$ cat config.mk
export PLATFORM = sky130hd
export DESIGN_NAME = mem_ctrl_access
export DESIGN_NICKNAME = d
export VERILOG_FILES = /design/src/rtl/pdu_dbg_pkg.sv /design/src/rtl/mem_ctrl_rd_timer.sv /design/src/rtl/mem_ctrl_access.sv
export SDC_FILE = /design/constraint.sdc
export NUM_CORES = 1
export LEC_CHECK = 0
export CORE_AREA = 2 2 121 123
export CTS_CLUSTER_SIZE = 30
export DETAILED_ROUTE_END_ITERATION = 16
export DIE_AREA = 0 0 123 125
export GPL_TIMING_DRIVEN = 0
export MAX_ROUTING_LAYER = met4
export PLACE_DENSITY_LB_ADDON = 0.15
export SLEW_MARGIN = 25
export SYNTH_ARGS = -nofsm -noshare
export SYNTH_HDL_FRONTEND = slang
export SYNTH_SLANG_ARGS = --single-unit
$ cat constraint.sdc
create_clock -name clk -period 4.6 [get_ports clk]
set_clock_uncertainty 0.1 [all_clocks]
set_input_delay 0.92 -clock clk [delete_from_list [all_inputs] [get_ports clk]]
set_output_delay 0.92 -clock clk [all_outputs]
set_load 0.02 [all_outputs]
$ cat src/rtl/pdu_dbg_pkg.sv
// Shared types and constants for the PDU debug memory-access path.
// Imported by the controller access block and its read-latency timer.
package pdu_dbg_pkg;

  typedef enum logic [2:0] {
    ST_IDLE,
    ST_WRITE,
    ST_RD_ISSUE,
    ST_RD_WAIT,
    ST_RD_RESP,
    ST_FINISH
  } state_t;

  localparam logic CMD_READ  = 1'b0;
  localparam logic CMD_WRITE = 1'b1;

  localparam logic SEL_IMEM = 1'b0;
  localparam logic SEL_DMEM = 1'b1;

  localparam logic [31:0] ADDR_STEP = 32'd4;

endpackage

$ cat src/rtl/mem_ctrl_rd_timer.sv
// Loadable down-counter that times the synchronous memory read latency.
// Loaded with RD_LATENCY-1 when a read is issued; o_zero marks rdata valid.
module mem_ctrl_rd_timer #(
  parameter int RD_LATENCY = 1
) (
  input  logic clk,
  input  logic rst,
  input  logic i_load,
  input  logic i_dec,
  output logic o_zero
);

  localparam logic [1:0] LOAD_VAL = 2'(RD_LATENCY - 1);

  logic [1:0] r_count;

  always_ff @(posedge clk or posedge rst) begin
    if (rst) begin
      r_count <= 2'd0;
    end else if (i_load) begin
      r_count <= LOAD_VAL;
    end else if (i_dec && (r_count != 2'd0)) begin
      r_count <= r_count - 2'd1;
    end
  end

  assign o_zero = (r_count == 2'd0);

endmodule

$ cat src/rtl/mem_ctrl_access.sv
// Debug-side burst initiator on the controller port of the imem/dmem arbiter.
// Runs word-by-word read/write bursts only while the CPU is halted.
import pdu_dbg_pkg::*;

module mem_ctrl_access #(
  parameter int RD_LATENCY = 1,
  parameter int LEN_W      = 8
) (
  input  logic             clk,
  input  logic             rst,
  input  logic             cpu_global_en,
  input  logic             cmd_valid,
  output logic             cmd_ready,
  input  logic             cmd_write,
  input  logic             cmd_sel,
  input  logic [31:0]      cmd_addr,
  input  logic [LEN_W-1:0] cmd_len,
  input  logic             wr_valid,
  output logic             wr_ready,
  input  logic [31:0]      wr_data,
  output logic             rd_valid,
  input  logic             rd_ready,
  output logic [31:0]      rd_data,
  output logic             busy,
  output logic             done,
  output logic             err,
  output logic [31:0]      cpu_ctrl_imem_addr,
  input  logic [31:0]      cpu_ctrl_imem_rdata,
  output logic [31:0]      cpu_ctrl_imem_wdata,
  output logic             cpu_ctrl_imem_we,
  output logic [31:0]      cpu_ctrl_dmem_addr,
  input  logic [31:0]      cpu_ctrl_dmem_rdata,
  output logic [31:0]      cpu_ctrl_dmem_wdata,
  output logic             cpu_ctrl_dmem_we
);

  state_t             r_state;
  state_t             w_next;
  logic               r_sel;
  logic [31:0]        r_addr;
  logic [LEN_W-1:0]   r_count;
  logic [31:0]        r_rdData;
  logic               r_rdValid;
  logic               r_err;

  logic               w_busyState;
  logic               w_abort;
  logic               w_cmdReady;
  logic               w_accept;
  logic               w_wrFire;
  logic               w_rdFire;
  logic               w_last;
  logic               w_timerZero;
  logic [31:0]        w_rdataSel;

  assign w_busyState = (r_state == ST_WRITE)    || (r_state == ST_RD_ISSUE) ||
                       (r_state == ST_RD_WAIT)  || (r_state == ST_RD_RESP);
  assign w_abort     = w_busyState && cpu_global_en;
  assign w_accept    = cmd_valid && w_cmdReady;
  assign w_last      = (r_count == '0);
  assign w_rdataSel  = (r_sel == SEL_DMEM) ? cpu_ctrl_dmem_rdata : cpu_ctrl_imem_rdata;

  mem_ctrl_rd_timer #(
    .RD_LATENCY(RD_LATENCY)
  ) u_rd_timer (
    .clk    (clk),
    .rst    (rst),
    .i_load (r_state == ST_RD_ISSUE),
    .i_dec  (r_state == ST_RD_WAIT),
    .o_zero (w_timerZero)
  );

  always_ff @(posedge clk or posedge rst) begin
    if (rst) begin
      r_state <= ST_IDLE;
    end else begin
      r_state <= w_next;
    end
  end

  // Abort overrides every state action so a halted-CPU violation never touches memory.
  always_comb begin
    w_next     = r_state;
    w_cmdReady = 1'b0;
    w_wrFire   = 1'b0;
    w_rdFire   = 1'b0;
    case (r_state)
      ST_IDLE: begin
        w_cmdReady = !cpu_global_en && !rst;
        if (cmd_valid && w_cmdReady) begin
          w_next = (cmd_write == CMD_WRITE) ? ST_WRITE : ST_RD_ISSUE;
        end
      end
      ST_WRITE: begin
        w_wrFire = wr_valid && !cpu_global_en;
        if (w_wrFire && w_last) begin
          w_next = ST_FINISH;
        end
      end
      ST_RD_ISSUE: w_next = ST_RD_WAIT;
      ST_RD_WAIT: begin
        if (w_timerZero) begin
          w_next = ST_RD_RESP;
        end
      end
      ST_RD_RESP: begin
        w_rdFire = r_rdValid && rd_ready && !cpu_global_en;
        if (w_rdFire) begin
          w_next = w_last ? ST_FINISH : ST_RD_ISSUE;
        end
      end
      ST_FINISH: w_next = ST_IDLE;
      default:   w_next = ST_IDLE;
    endcase
    if (w_abort) begin
      w_next = ST_FINISH;
    end
  end

  always_ff @(posedge clk or posedge rst) begin
    if (rst) begin
      r_sel     <= SEL_IMEM;
      r_addr    <= 32'd0;
      r_count   <= '0;
      r_rdData  <= 32'd0;
      r_rdValid <= 1'b0;
      r_err     <= 1'b0;
    end else begin
      r_err <= w_abort;
      if (w_accept) begin
        r_sel   <= cmd_sel;
        r_addr  <= cmd_addr & ~32'h3;
        r_count <= cmd_len;
      end else if ((w_wrFire || w_rdFire) && !w_last) begin
        r_addr  <= r_addr + ADDR_STEP;
        r_count <= r_count - LEN_W'(1);
      end
      if (w_abort || w_rdFire) begin
        r_rdValid <= 1'b0;
      end else if ((r_state == ST_RD_WAIT) && w_timerZero) begin
        r_rdData  <= w_rdataSel;
        r_rdValid <= 1'b1;
      end
    end
  end

  assign cmd_ready           = w_cmdReady;
  assign wr_ready            = w_wrFire;
  assign rd_valid            = r_rdValid;
  assign rd_data             = r_rdData;
  assign busy                = w_busyState;
  assign done                = (r_state == ST_FINISH);
  assign err                 = r_err;
  assign cpu_ctrl_imem_addr  = r_addr;
  assign cpu_ctrl_dmem_addr  = r_addr;
  assign cpu_ctrl_imem_wdata = wr_data;
  assign cpu_ctrl_dmem_wdata = wr_data;
  assign cpu_ctrl_imem_we    = w_wrFire && (r_sel == SEL_IMEM);
  assign cpu_ctrl_dmem_we    = w_wrFire && (r_sel == SEL_DMEM);

endmodule

==> reports/results.ini, run 1 <==
[run_status]
status=complete, no violations

[floorplanning]
fp.coreArea_sq_mm=0.01420
io_pins=312
die_h_microns=125
die-area_sq_mm=0.01538
rows=44
start_util_pct=34.41
die-width_microns=123

[critical_path]
r2r_setup_slack_ns=1.97
r2r_start=r_state[0]$_DFFE_PP0P_
end_kind=primary output
critPathLaunchType=primary input
crit_path_start=cpu_global_en
path_max_fanout=4
worst_path_largest_cell_delay_ns=0.62
path_cells=clkdlybuf4s50_1 > nor4b_2 > and2_1 > nor2b_1 > clkdlybuf4s50_1
cp_common_cell=clkdlybuf4s50_1
crit_path_top_delay_cell=clkdlybuf4s50_1
worstPathRequired_ns=3.58
path_class=in -> out
arrival_ns=2.88

[synth]
yosysWarnings=0
synth_most_common_cell=buf_4
synth-seq-cells=78
synth-edff-count=0
synth_commonest_cells=buf_4, dfrtp_1, nor2_1, a21oi_1, nand2_1
synth_cell_type_count=43
netlist_area_sq_mm=0.004887
synth_area_leaders=dfrtp_1, buf_4, mux2i_1
avgSynthCellArea_sq_um=9.017
yosysTopAreaCellShare_pct=39.94
netlist_instances=542
synth-async-reset-ratio_pct=100.0
ys_seq_area_share_pct=39.94
synth_area_leader_cell=dfrtp_1
ys.flop_type=dfrtp_1

[placed_design]
placed_area_sq_mm=0.007884
dp_hpwl_mm=12.10
numPortBuffers=273
gp_congestion=0.8591
placed_cells=1003

[drt]
topRoutingLayerUsed=met4
ant_nets=0
wl_met3_mm=1.568
drt_iter0_drc=162
viasPerCell=4.734
first_pass_iters=4
num_vias=4829
drc=0
route.met2.wl_mm=7.688
wirelength_mm=15.38
wl_met1_mm=5.828
wl_per_cell_microns=15.08

[timing]
finalCritPeriodShare_pct=84.87
fin_crit_ns=3.904
fmax_mhz=256.2
rsz0062_at_grt=no
hold_viol=0
tns_ns=0
worstMarginPinSlew_ns=0.8017
slew_headroom_pct=46.26
hold_ws_ns=0.4213
finalMaxSlewViolations=0
setup_viol=0

[final_layout]
instances_no_fill=1020
area_delta_synth_final_pct=66.87
nFillCells=1302
drive_gt1_share_pct=15.81
fin_area_sq_mm=0.008155
multi_input_area_sq_mm=0.002076
nNetsFinal=977
regArea_sq_mm=0.001952

[clock_network]
clk_latency_ns=0.34
root_buffer=clkbuf_16
htree_levels=3
tritoncts=yes
post-cts-setup-buffer-count=0
path_clk_slew_ns=0.06
clock_sinks=78
cts_buffers=9
cts_resized=0
clock_path_buffers=2
holdBufCountCts=0

[global_route]
grt_pass1_wl_mm=24.06
grt_max_degree=41
overflow=0
grt_pass1_vias=4885
antenna_found_initial=1
grt_usage_pct=20.57

[pwr]
p_leak_nw=3.404
power.share.clock_pct=14.5
swShare_pct=40.38
total_power_mw=4.568
power_density_mw_per_mm2=560.1
p_int_mw=2.724
p_sw_mw=1.845
seq_power_share_pct=29.3
ir_drop_mv=0.2522
combPwrFrac_pct=56.2

[worst_hold_path]
min_from=rd_data[29]$_DFFE_PP0P_
min_path_type=reg -> reg

[run]
cap_violations=0

==> path summary, 6_finish.rpt <==
path | end | cells past startpoint
max | cpu_ctrl_imem_we | 5
min | rd_data[29]$_DFFE_PP0P_ | 2
max reg2reg | cpu_ctrl_dmem_addr[12]$_DFFE_PP0P_ | 7
min reg2reg | rd_data[29]$_DFFE_PP0P_ | 2
max in group asynchronous | cpu_ctrl_dmem_addr[20]$_DFFE_PP0P_ | 3
min in group asynchronous | err$_DFF_PP0_ | 2
==> flip-flops by register name, indices dropped and copies added, names as in the netlist <==
register            cells
rd_data                32
cpu_ctrl_dmem_addr     30
r_count                 8
r_state                 3
u_rd_timer.r_count      2
err                     1
r_sel                   1
rd_valid                1
==> critical path: cells and delay by family <==
kind | cells | cell delay [ns]
AND/OR/NAND/NOR | 3 | 0.85
buffers and inverters | 2 | 1.10
==> cell usage in the layout (no fill, tap or decap), drive strengths merged, types with 4 or more instances in the layout <==
master         instances
buf                  104
clkdlybuf4s50        273
a21oi                 45
mux2i                 34
conb                   4
xnor2                 18
and4                   6
xor2                  17
nand4                  6
dfrtp                 78
nand2                 41
nand3                 22
and2                   5
a31oi                  4
inv                    8
clkbuf                33
o21ai                 27
nor2                  54
nor3                   7
and3                  10
mux2                   6
==> power by group through the flow <==
stage | sequential, mW | combinational (mW) | clock, mW
6_report | 1.34 | 2.57 | 0.661
5_1_grt | 1.40 | 2.76 | 0.704
4_1_cts | 1.34 | 2.59 | 0.680
3_5_place_dp | 1.35 | 2.58 | 0
3_3_place_gp | 1.33 | 2.56 | 0
2_1_floorplan | 1.60 | 1.13 | 0
==> area by class of cell <==
cell class                 count  share of cell area [%]
buffer                       124                   10.31
inverter                       8                  0.3989
sequential                    78                   23.93
clock buffer                  12                   3.022
timing repair buffer         274                   33.75
multi-input combinational    335                   25.45
clock inverter                 4                  0.2762
tap                          184                   2.823
antenna                        1                 0.03068
==> metal layers <==
metal  GRT usage (%)  up-vias
li1                -     2314
met1           22.93     2261
met2           34.71      232
met3           6.341       22
met4           6.885        0
met5               -        -
==> logic make-up after synthesis <==
| kind of cell | after synthesis | share of synthesized area [%] |
|---|---|---|
| adder cells (fa/ha/maj) | 3 | 0.7681 |
| other | 1 | 0.07673 |
| AND/OR/NAND/NOR | 168 | 17.31 |
| buffers and inverters | 132 | 17.82 |
| XOR/XNOR | 35 | 6.272 |
| flip-flops | 78 | 39.94 |
| multiplexers | 40 | 8.346 |
| AO/OA/AOI/OAI | 85 | 9.473 |
==> through the flow <==
stage	worst slack (ns)	util (%)
floorplan	1.585	-
global placement	0.1153	55.35
detailed placement	0.7508	55.51
CTS	0.7264	57.40
global route	0.6445	57.42
finish	0.6961	57.42
Power figures use the tool's default switching activity.
==> run 2: changes to the inputs <==
--- a/config.mk
+++ b/config.mk
@@ -5,10 +5,10 @@
 export SDC_FILE = /design/constraint.sdc
 export NUM_CORES = 1
 export LEC_CHECK = 0
-export CORE_AREA = 2 2 121 123
+export CORE_MARGIN = 2
+export CORE_UTILIZATION = 34
 export CTS_CLUSTER_SIZE = 30
 export DETAILED_ROUTE_END_ITERATION = 16
-export DIE_AREA = 0 0 123 125
 export GPL_TIMING_DRIVEN = 0
 export MAX_ROUTING_LAYER = met4
 export PLACE_DENSITY_LB_ADDON = 0.15
==> constraint.sdc (replaced) <==
create_clock -name clk -period 3.3 [get_ports clk]
set_clock_uncertainty 0.1 [all_clocks]
set_input_delay 0.66 -clock clk [delete_from_list [all_inputs] [get_ports clk]]
set_output_delay 0.66 -clock clk [all_outputs]
set_load 0.02 [all_outputs]
==> run 2 against run 1 <==
Net effect:
- critical path depth decreased by 1
- hold slack gained 0.0098 ns
- utilization rose by 1.1 points
- clock power grew 39%
- combinational power rose by 40%
- largest power group unchanged
- highest routed layer unchanged
==> reports/results.ini, run 2 (synthesis gave the netlist of run 1 again) <==
[final_layout]
final_common_cell=clkdlybuf4s50_1
diodes=0  ; -1
final_cell_mix=clkdlybuf4s50_1, buf_4, dfrtp_1
nFillCells=1190  ; -8.6%
largest_register_ffs=32  ; unchanged
regArea_sq_mm=0.001952  ; unchanged
area_delta_synth_final_pct=66.85  ; about the same
drive_gt1_share_pct=15.57  ; -0.24 points
instances_no_fill=1015  ; -0.49%
multi_input_area_sq_mm=0.002085  ; +0.42%
nNetsFinal=977  ; unchanged

[global_route]
overflow=0  ; unchanged
grt_pass1_wl_mm=23.00  ; -4.4%
grt_usage_pct=20.23  ; -0.34 points
antenna_found_initial=0  ; -1
grt_max_degree=41  ; unchanged
grt_pass1_vias=4582  ; -6.2%

[critical_path]
ff2ff_path_depth=6  ; -1
path_max_fanout=4  ; unchanged
path_cells=clkdlybuf4s50_1 > nor4b_4 > and2_1 > clkdlybuf4s50_1
r2r_setup_slack_ns=0.59  ; -1.38 ns
path_class=in -> out
r2r_start=r_state[1]$_DFFE_PP0P_
crit_path_start=cpu_global_en
crit_path_top_delay_cell=clkdlybuf4s50_1
end_kind=primary output
cp.buffers_inverters=2  ; unchanged
r2r_end=cpu_ctrl_dmem_addr[12]$_DFFE_PP0P_
worst_path_largest_cell_delay_ns=0.62  ; about the same
critPathLaunchType=primary input
worst-path-stages=4  ; -1
cp_common_cell=clkdlybuf4s50_1
worstPathRequired_ns=2.54  ; -1.04 ns
crit_end=wr_ready
arrival_ns=2.33  ; -0.55 ns
cpLargestDelayFamily=buffers and inverters

[worst_hold_path]
min_path_type=reg -> reg

[pwr]
p_leak_nw=3.426  ; +0.64%
total_power_mw=6.391  ; +40%
power_density_mw_per_mm2=783.8  ; +40%
ir_drop_mv=0.5570  ; +120%

[timing]
hold_viol=0  ; unchanged
finalCritPeriodShare_pct=93.63
setup_slack_ns=0.2104  ; -0.4857 ns
rsz0062_at_grt=no
worstMarginPinSlew_ns=0.8721  ; +0.07041 ns
hold_ws_ns=0.4310  ; +0.009766 ns
finalMaxSlewViolations=0  ; unchanged
slew_headroom_pct=41.54  ; -4.7 points
setup_viol=0  ; unchanged
fin_crit_ns=3.090
tns_ns=0  ; unchanged
fmax_mhz=323.7

[floorplanning]
start_util_pct=35.07  ; +0.66 points
die_h_microns=123.9  ; -0.89%
die-width_microns=123.9  ; +0.72%
die-area_sq_mm=0.01535  ; -0.17%
fp.coreArea_sq_mm=0.01393  ; -1.9%
rows=43  ; -2.3%
io_pins=312  ; unchanged

[drt]
drt_iter0_drc=215  ; +33%
drc=0  ; unchanged
wl_per_cell_microns=15.43  ; +2.3%
ant_nets=0  ; unchanged
wirelength_mm=15.66  ; +1.8%
num_vias=4820  ; -0.19%
first_pass_iters=5  ; +1
viasPerCell=4.749  ; +0.31%

[clock_network]
cts_buffers=9  ; unchanged
clock_sinks=78  ; unchanged
cts_resized=1  ; +1
htree_levels=3  ; unchanged
post-cts-setup-buffer-count=0  ; unchanged
tritoncts=yes
path_clk_slew_ns=0.06  ; about the same
clock_path_buffers=2  ; unchanged
root_buffer=clkbuf_16
clk_latency_ns=0.35  ; about the same
holdBufCountCts=0  ; unchanged

[placed_design]
placed_cells=999  ; -0.40%
dp_hpwl_mm=12.35  ; +2.1%
gp_congestion=0.8750  ; +1.9%
dp_slack_ns=-0.003118  ; -0.7539 ns
numPortBuffers=273  ; unchanged

[run]
cap_violations=0  ; unchanged

[run_status]
status=complete, no violations

run 2: routing by layer:
| metal | track usage [%] | share of wire [%] | wire length [microns] | vias to the layer above |
|---|---|---|---|---|
| li1 | - | - | - | 2315 |
| met1 | 22.16 | 38 | 5954 | 2261 |
| met2 | 34.68 | 51 | 7971 | 224 |
| met3 | 6.731 | 9.5 | 1490 | 20 |
| met4 | 6.671 | 1.6 | 243 | 0 |
| met5 | - | 0 | 0 | - |
run 2: worst min path at each step:
stage	from	endpoint	slack, ns	depth (start not counted)
after detailed placement	rd_data[2]$_DFFE_PP0P_	rd_data[2]$_DFFE_PP0P_	0.42	2
after CTS	rd_data[13]$_DFFE_PP0P_	rd_data[13]$_DFFE_PP0P_	0.44	2
after floorplan	u_rd_timer.r_count[1]$_DFFE_PP0P_	u_rd_timer.r_count[1]$_DFFE_PP0P_	0.43	2
final	rd_data[1]$_DFFE_PP0P_	rd_data[1]$_DFFE_PP0P_	0.43	2
after global routing	rd_data[13]$_DFFE_PP0P_	rd_data[13]$_DFFE_PP0P_	0.45	2
after global placement	rd_data[28]$_DFFE_PP0P_	rd_data[28]$_DFFE_PP0P_	0.41	2
run 2: power by group:
part	leakage (nW)	switching, mW	internal, mW
sequential	0.943	0.476	1.40
clock	0.128	0.386	0.530
combinational	2.36	1.72	1.87
total	3.43	2.58	3.81
run 2: area by class of cell:
| class | count | area share (%) |
|---|---|---|
| Clock inverter | 1 | 0.06138 |
| Inverter | 8 | 0.3990 |
| Tap cell | 180 | 2.762 |
| Sequential cell | 78 | 23.94 |
| Multi-Input combinational cell | 335 | 25.56 |
| Buffer | 124 | 10.33 |
| Clock buffer | 15 | 3.161 |
| Timing Repair Buffer | 274 | 33.79 |
run 2: tightest hold or removal path, delay by kind of cell (launching register included):
kind / cells / cell delay, ns
flops: 1 / 0.34
simple gates: 1 / 0.05
compound gates: 1 / 0.10
run 2: metrics by stage:
| step | utilization [%] | instance area (sq um) |
|---|---|---|
| 3_5_place_dp | 56.54 | 7879 |
| 2_1_floorplan | - | 4898 |
| 3_3_place_gp | 56.38 | 7856 |
| 5_1_grt | 58.52 | 8154 |
| 4_1_cts | 58.49 | 8150 |
| 6_report | 58.52 | 8154 |
